===== src/rtl/serial_mag_comparator.sv =====
// Serial MSB-first magnitude comparator: one 2-bit slice per clock, valid/ready on both sides.
// Optional macro SERCMP_EARLY_EXIT_EN: when defined, COMPARE exits on the first unequal slice.
module serial_mag_comparator #(
    parameter int WIDTH = 8
) (
    input  logic             clk,
    input  logic             rst_n,
    input  logic             in_valid,
    output logic             in_ready,
    input  logic [WIDTH-1:0] a_in,
    input  logic [WIDTH-1:0] b_in,
    output logic             res_valid,
    input  logic             res_ready,
    output logic             gt,
    output logic             eq,
    output logic             lt,
    output logic             busy
);
    localparam int SLICES = WIDTH / 2;
    localparam int IDX_W  = (SLICES > 1) ? $clog2(SLICES) : 1;

    typedef enum logic [1:0] {IDLE, COMPARE, DONE} state_t;

    state_t             state_reg, state_next;
    logic [WIDTH-1:0]   a_reg, a_next;
    logic [WIDTH-1:0]   b_reg, b_next;
    logic [IDX_W-1:0]   idx_reg, idx_next;
    logic               gt_reg, gt_next;
    logic               eq_reg, eq_next;
    logic               lt_reg, lt_next;
`ifndef SERCMP_EARLY_EXIT_EN
    logic               decided_reg, decided_next;
`endif

    logic [1:0]         slice_a, slice_b;
    logic [2:0]         slice_res;

    // 2-bit compare of A=a:b against B=c:d, returned as {gt, eq, lt}
    function automatic logic [2:0] cmp2(input logic [1:0] x, input logic [1:0] y);
        logic g, e, l;
        g = (x[1] & ~y[1]) | (~(x[1] ^ y[1]) & x[0] & ~y[0]);
        e = ~(x[1] ^ y[1]) & ~(x[0] ^ y[0]);
        l = ~g & ~e;
        return {g, e, l};
    endfunction

    assign slice_a   = a_reg[{idx_reg, 1'b0} +: 2];
    assign slice_b   = b_reg[{idx_reg, 1'b0} +: 2];
    assign slice_res = cmp2(slice_a, slice_b);

    always_comb begin
        state_next = state_reg;
        a_next     = a_reg;
        b_next     = b_reg;
        idx_next   = idx_reg;
        gt_next    = gt_reg;
        eq_next    = eq_reg;
        lt_next    = lt_reg;
`ifndef SERCMP_EARLY_EXIT_EN
        decided_next = decided_reg;
`endif
        case (state_reg)
            IDLE: begin
                if (in_valid) begin
                    a_next     = a_in;
                    b_next     = b_in;
                    idx_next   = IDX_W'(SLICES - 1);
                    gt_next    = 1'b0;
                    eq_next    = 1'b0;
                    lt_next    = 1'b0;
`ifndef SERCMP_EARLY_EXIT_EN
                    decided_next = 1'b0;
`endif
                    state_next = COMPARE;
                end
            end
            COMPARE: begin
`ifdef SERCMP_EARLY_EXIT_EN
                if (slice_res[2]) begin
                    gt_next    = 1'b1;
                    state_next = DONE;
                end else if (slice_res[0]) begin
                    lt_next    = 1'b1;
                    state_next = DONE;
                end else if (idx_reg == '0) begin
                    eq_next    = 1'b1;
                    state_next = DONE;
                end else begin
                    idx_next = idx_reg - IDX_W'(1);
                end
`else
                // The MSB-most unequal slice wins; later slices cannot override it.
                if (!decided_reg && !slice_res[1]) begin
                    decided_next = 1'b1;
                    gt_next      = slice_res[2];
                    lt_next      = slice_res[0];
                end
                if (idx_reg == '0) begin
                    eq_next    = ~decided_reg & slice_res[1];
                    state_next = DONE;
                end else begin
                    idx_next = idx_reg - IDX_W'(1);
                end
`endif
            end
            DONE: begin
                if (res_ready) begin
                    state_next = IDLE;
                end
            end
            default: state_next = IDLE;
        endcase
    end

    always_ff @(posedge clk) begin
        if (!rst_n) begin
            state_reg <= IDLE;
            a_reg     <= '0;
            b_reg     <= '0;
            idx_reg   <= '0;
            gt_reg    <= 1'b0;
            eq_reg    <= 1'b0;
            lt_reg    <= 1'b0;
`ifndef SERCMP_EARLY_EXIT_EN
            decided_reg <= 1'b0;
`endif
        end else begin
            state_reg <= state_next;
            a_reg     <= a_next;
            b_reg     <= b_next;
            idx_reg   <= idx_next;
            gt_reg    <= gt_next;
            eq_reg    <= eq_next;
            lt_reg    <= lt_next;
`ifndef SERCMP_EARLY_EXIT_EN
            decided_reg <= decided_next;
`endif
        end
    end

    assign in_ready  = (state_reg == IDLE);
    assign busy      = (state_reg == COMPARE);
    assign res_valid = (state_reg == DONE);
    assign gt        = gt_reg;
    assign eq        = eq_reg;
    assign lt        = lt_reg;

endmodule


===== config.mk =====
export PLATFORM = sky130hd
export DESIGN_NAME = serial_mag_comparator
export DESIGN_NICKNAME = d
export VERILOG_FILES = /design/src/rtl/serial_mag_comparator.sv
export SDC_FILE = /design/constraint.sdc
export NUM_CORES = 1
export LEC_CHECK = 0
export CAP_MARGIN = 20
export CELL_PAD_IN_SITES_DETAIL_PLACEMENT = 1
export CELL_PAD_IN_SITES_GLOBAL_PLACEMENT = 1
export CORE_ASPECT_RATIO = 1.2
export CORE_MARGIN = 2
export CORE_UTILIZATION = 38
export DETAILED_ROUTE_END_ITERATION = 6
export GPL_TIMING_DRIVEN = 0
export PLACE_DENSITY_LB_ADDON = 0.1
export SYNTH_ARGS = -nofsm -noshare
export SYNTH_HDL_FRONTEND = slang
export SYNTH_SLANG_ARGS = --single-unit

===== constraint.sdc =====
create_clock -name clk -period 3.6 [get_ports clk]
set_input_delay 0.36 -clock clk [delete_from_list [all_inputs] [get_ports clk]]
set_output_delay 0.36 -clock clk [all_outputs]
set_load 0.005 [all_outputs]

Yosys cells after proc, flatten, opt, wreduce, memory -nomap -nowiden

Cells that the tools add are included.

Bitwise operators: 16
Muxes and demuxes: 16
Reductions and logical operators: 11
Equality and inequality tests: 7
Shift-type cells: 2
Add/sub/neg operators: 1

Operators with widths:

| kind                                                                    | count |
|---|---|
| 8-bit by 4-bit variable part select with 2-bit output                   | 2 |
| 3-bit AND reduction                                                     | 4 |
| 2-bit 2-to-1 mux                                                        | 5 |
| 1-bit case mux with 2 select lines                                      | 4 |
| 1-bit inverter                                                          | 7 |
| 1-bit AND                                                               | 6 |
| 2-bit by 1-bit inequality test with 1-bit output, second input constant | 3 |
| 2-bit case mux with 3 select lines                                      | 1 |
| 1-bit 2-to-1 mux                                                        | 5 |
| 2-bit zero test                                                         | 2 |
| 2-bit inequality test, second input constant                            | 2 |
| 2-bit case mux with 2 select lines                                      | 1 |
| 2-bit by 1-bit == test with 1-bit output, second input constant         | 1 |
| 2-bit == test, second input constant                                    | 1 |
| 1-bit zero test                                                         | 2 |
| 2-bit AND reduction                                                     | 1 |
| 2-bit nonzero test                                                      | 1 |
| 2-bit by 1-bit subtractor with 2-bit output, second input constant      | 1 |
| 1-bit bitwise XOR                                                       | 2 |
| 1-bit logical AND                                                       | 1 |
| 1-bit OR                                                                | 1 |

Output and inout bits: 6
Bits of input ports: 20
Logic and storage cells: 61
Register bits after elaboration: 24

Logic depth before layout (Yosys ltp)

Depth in word-level cells: 10
Gate-level depth with buffers: 7
Depth with buffers taken out: 6

Worst setup path before layout

No wires, ideal clock.

Kind: register to register
From: reg idx_reg[0]
To: reg lt_reg (netlist: lt)
Setup time: 0.115 ns
Clock period less this slack: 1.853 ns
Arrival: 1.738 ns
Data required time: 3.485 ns
Cell stages (with the launch flop): 7
Path slack: 1.747 ns
Path through: dfxtp_1 -> buf_2 -> mux4_1 -> ha_1 -> a31oi_1 -> and3_1 -> o21a_1

Longest elaborated chain between the ends: 10
Elaborated cells between the ends (all ways): 22
Those cells by class: 1 x eq/ne; 2 x shift; 2 x mux; 14 x bitwise; 3 x reduce/logical

RTL lines:

| what                                                                            | RTL line | source |
|---|---|---|
| start, declared                                                                 | 27       | `logic [IDX_W-1:0] idx_reg, idx_next;` |
| start signal, assigned                                                          | 131      | `idx_reg <= idx_next;` |
| 8-bit by 4-bit variable part select with 2-bit output, on equally long branches | 47, 48   |  |
| 1-bit bitwise XOR                                                               | 41, 42   |  |
| 1-bit inverter                                                                  | 41, 42   |  |
| 1-bit AND (2 in a row)                                                          | 41       | `g = (x[1] & ~y[1]) \| (~(x[1] ^ y[1]) & x[0] & ~y[0]);` |
| 1-bit OR                                                                        | 41       |  |
| 1-bit inverter                                                                  | 43       | `l = ~g & ~e;` |
| 1-bit AND                                                                       | 43       |  |
| 1-bit 2-to-1 mux                                                                | 93       | `if (!decided_reg && !slice_res[1]) begin` |
| 1-bit case mux with 2 select lines                                              | 62       | `case (state_reg)` |
| end signal, assigned                                                            | 134      | `lt_reg <= lt_next;` |
| end, declared                                                                   | 30       | `logic lt_reg, lt_next;` |

Parallel ways exist; a longest one is shown, timed or not. The select of a mux whose other input is x is not followed.
A chain may end at the register's enable or synchronous reset.

Worst setup path in the final report

Ends and elaborated chain as after synthesis.

==> flow_metrics.env <==
export IMPL_antenna_cells=0
export IMPL_hp_class="reg -> reg"
export IMPL_placed_area_sq_um=1410
export IMPL_seq_area_frac_synth_pct=43.1
export IMPL_fin_skew_ns=0.00670
export IMPL_grt_antenna_before_repair=0
export IMPL_final_util_pct=51.8
export IMPL_worst_pin_slew_ns=0.466
export IMPL_synthTopCellsByArea="dfxtp_1 (43%), nand2_1 (13%), a21boi_0 (11%)"
export IMPL_final_area_sq_um=1440
export IMPL_dp_cells=187
export IMPL_h_tree_depth=1
export IMPL_clkPwrFrac_pct=24.1
export IMPL_rsz0062_at_grt="false"
export IMPL_drv_slew=0
export IMPL_clk_latency_ns=0.31
export IMPL_vias_per_cell=5.04
export IMPL_hold_start="b_reg[3]$_SDFFE_PN0P_"
export IMPL_crit_path_end_kind="flip-flop"
export IMPL_cts_sinks=24
export IMPL_pwr_share_comb_pct=24.5
export IMPL_p_leak_nw=0.558
export IMPL_grt_util_all_layers_pct=17.7
export IMPL_max_freq_ghz=0.493
export IMPL_clock_root_buffer="clkbuf_4"
export IMPL_gp_congestion=0.740
export IMPL_clockBufferDepth=2
export IMPL_grt_max_degree=14
export IMPL_area_growth_pct=29.6
export IMPL_rows=21
export IMPL_grt_pass1_wl_microns=4370
export IMPL_status="complete, no violations"
export IMPL_fin_crit_sh_pct=56.4
export IMPL_cts_made_buffers=3
export IMPL_drive_gt1_share_pct=6.37
export IMPL_syn_inst=128
export IMPL_initial_utilization_pct=40.0
export IMPL_coreArea_sq_um=2790
export IMPL_drv_cap=0
export IMPL_pwr_share_seq_pct=51.4
export IMPL_finalHoldViolations=0
export IMPL_p_per_area_nw_per_um2=407
export IMPL_syn_area_sq_um=1110
export IMPL_fin_tns_setup_ns=0
export IMPL_drc=0
export IMPL_critPathMaxFanout=9
export IMPL_finalWirelength_microns=2580
export IMPL_synthesis_nets=150
export IMPL_switchingPower_mw=0.164
export IMPL_synth_edf_count=0
export IMPL_hold_buffers=0
export IMPL_nets=180
export IMPL_finalCriticalPeriod_ns=2.03
export IMPL_regToRegSetupSlack_ns=1.57
export IMPL_synth_top_flop_cell="dfxtp_1"
export IMPL_post_cts_buffers=0
export IMPL_grt_pass1_vias=1000
export IMPL_p_sw_share_pct=27.8
export IMPL_cp_start_kind="flip-flop"
export IMPL_synth_top_area_share_pct=43.1
export IMPL_yosys_warnings=0
export IMPL_portBuffers=25
export IMPL_postRouteAntennaNets=0
export IMPL_wire_per_inst_microns=13.5
export IMPL_drtIter0Drc=3
export IMPL_synth_area_per_cell_sq_um=8.70
export IMPL_ios=26
export IMPL_worst_ep_arrival_time_ns=2.25
export IMPL_instances_no_fill=191
export IMPL_grt_ovfl_total=0
export IMPL_cts_clk_slew_worst_paths_ns=0.13
export IMPL_tritoncts="built"
export IMPL_vias=962
export IMPL_worstSetupStartpoint="idx_reg[0]$_SDFFE_PN0P_"
export IMPL_hpwl_microns=1970
export IMPL_setup_viol_count_final=0
export IMPL_die_h_microns=63.3
export IMPL_crit_required_ns=3.82
export IMPL_crit_type="reg -> reg"
export IMPL_post_cts_resize_count=0
export IMPL_synth_area_leader_cell="dfxtp_1"
export IMPL_die_area_sq_um=3380
export IMPL_crit_reg2reg_launch="idx_reg[0]$_SDFFE_PN0P_"
export IMPL_slew_headroom_pct=68.9
export IMPL_intPower_mw=0.424
export IMPL_ir_worst_vdd_uv=256
export IMPL_die_x_microns=53.4
export IMPL_synthArstFlopShare_pct=0
export IMPL_synth_seq_cells=24
export IMPL_synth_cell_types=29
export IMPL_drt_pass1_iter_count=2
[layout by cell type (no fill, tap or decap), types with 3 or more instances in the layout]
cell             instances
clkdlybuf4s50_1         25
clkbuf_1                 4
clkbuf_4                 3
dfxtp_1                 24
inv_1                    5
xnor2_1                  4
and2_1                   3
nor2_1                   4
a21oi_1                  3
a21boi_0                17
nand2_1                 38
[power by group through the flow]
stage | Sequential, mW | Clock (mW) | Combinational [mW]
final | 0.302 | 0.142 | 0.144
after global routing | 0.306 | 0.163 | 0.161
after CTS | 0.302 | 0.147 | 0.147
after detailed placement | 0.308 | 0 | 0.145
after global placement | 0.307 | 0 | 0.139
after floorplan | 0.304 | 0 | 0.0884
[final timing paths]
check,cells after the start,endpoint
max,6,lt$_SDFFE_PN0P_
min,2,b_reg[3]$_SDFFE_PN0P_
max reg2reg,6,lt$_SDFFE_PN0P_
min reg2reg,2,b_reg[3]$_SDFFE_PN0P_
[stage by stage]
step,worst slack (ns),hold slack (ns),power [mW]
finish,1.57,0.477,0.588
CTS,1.57,0.483,0.596
detailed placement,1.60,0.465,0.453
global placement,1.63,0.452,0.447
global route,1.49,0.505,0.630
floorplan,1.75,0.439,0.393
[worst max-delay path: stages, from the launching register on]
cell and delay (ns):
dfxtp_1 0.33, buf_2 0.21, mux4_1 0.59, ha_1 0.34, a31oi_1 0.09, and3_1 0.21, o21a_1 0.18
[routing by layer]
metal / share of wire [%] / track usage (%)
met1: 43 / 19.6
met2: 53 / 32.7
met3: 2.2 / 2.13
met4: 1.5 / 6.73
met5: 0 / 0
[layout make-up]
type                    count  area (sq um)
repair buffers             25           250
plain buffers               7          33.8
fillers                   344          1340
multi-input cells          91           577
inverters                   6          22.5
well taps                  34          42.5
flip-flops and latches     24           480
clock buffers               4          36.3
[cells in the mapped netlist, drive strengths merged, types with 2 or more instances]
cell,instances
and2,3
mux4,3
xnor2,4
o211a,2
nand3b,2
nand2,39
nor2,4
buf,2
dfxtp,24
a21boi,17
inv,6
a21oi,3
ha,2
clkbuf,4
o311ai,2
[cell families (layout without fill, tap and decap cells)]
group	Yosys count	count (layout)	share of synthesized area [%]
buffers and inverters	13	42	5.06
AND/OR/NAND/NOR	54	54	21.1
flip-flops	24	24	43.1
multiplexers	3	3	6.74
XOR/XNOR	4	4	3.15
AO/OA/AOI/OAI	28	28	18.5
adder cells (fa/ha/maj)	2	2	2.25
Note: power is estimated with default switching activity, not from simulation.
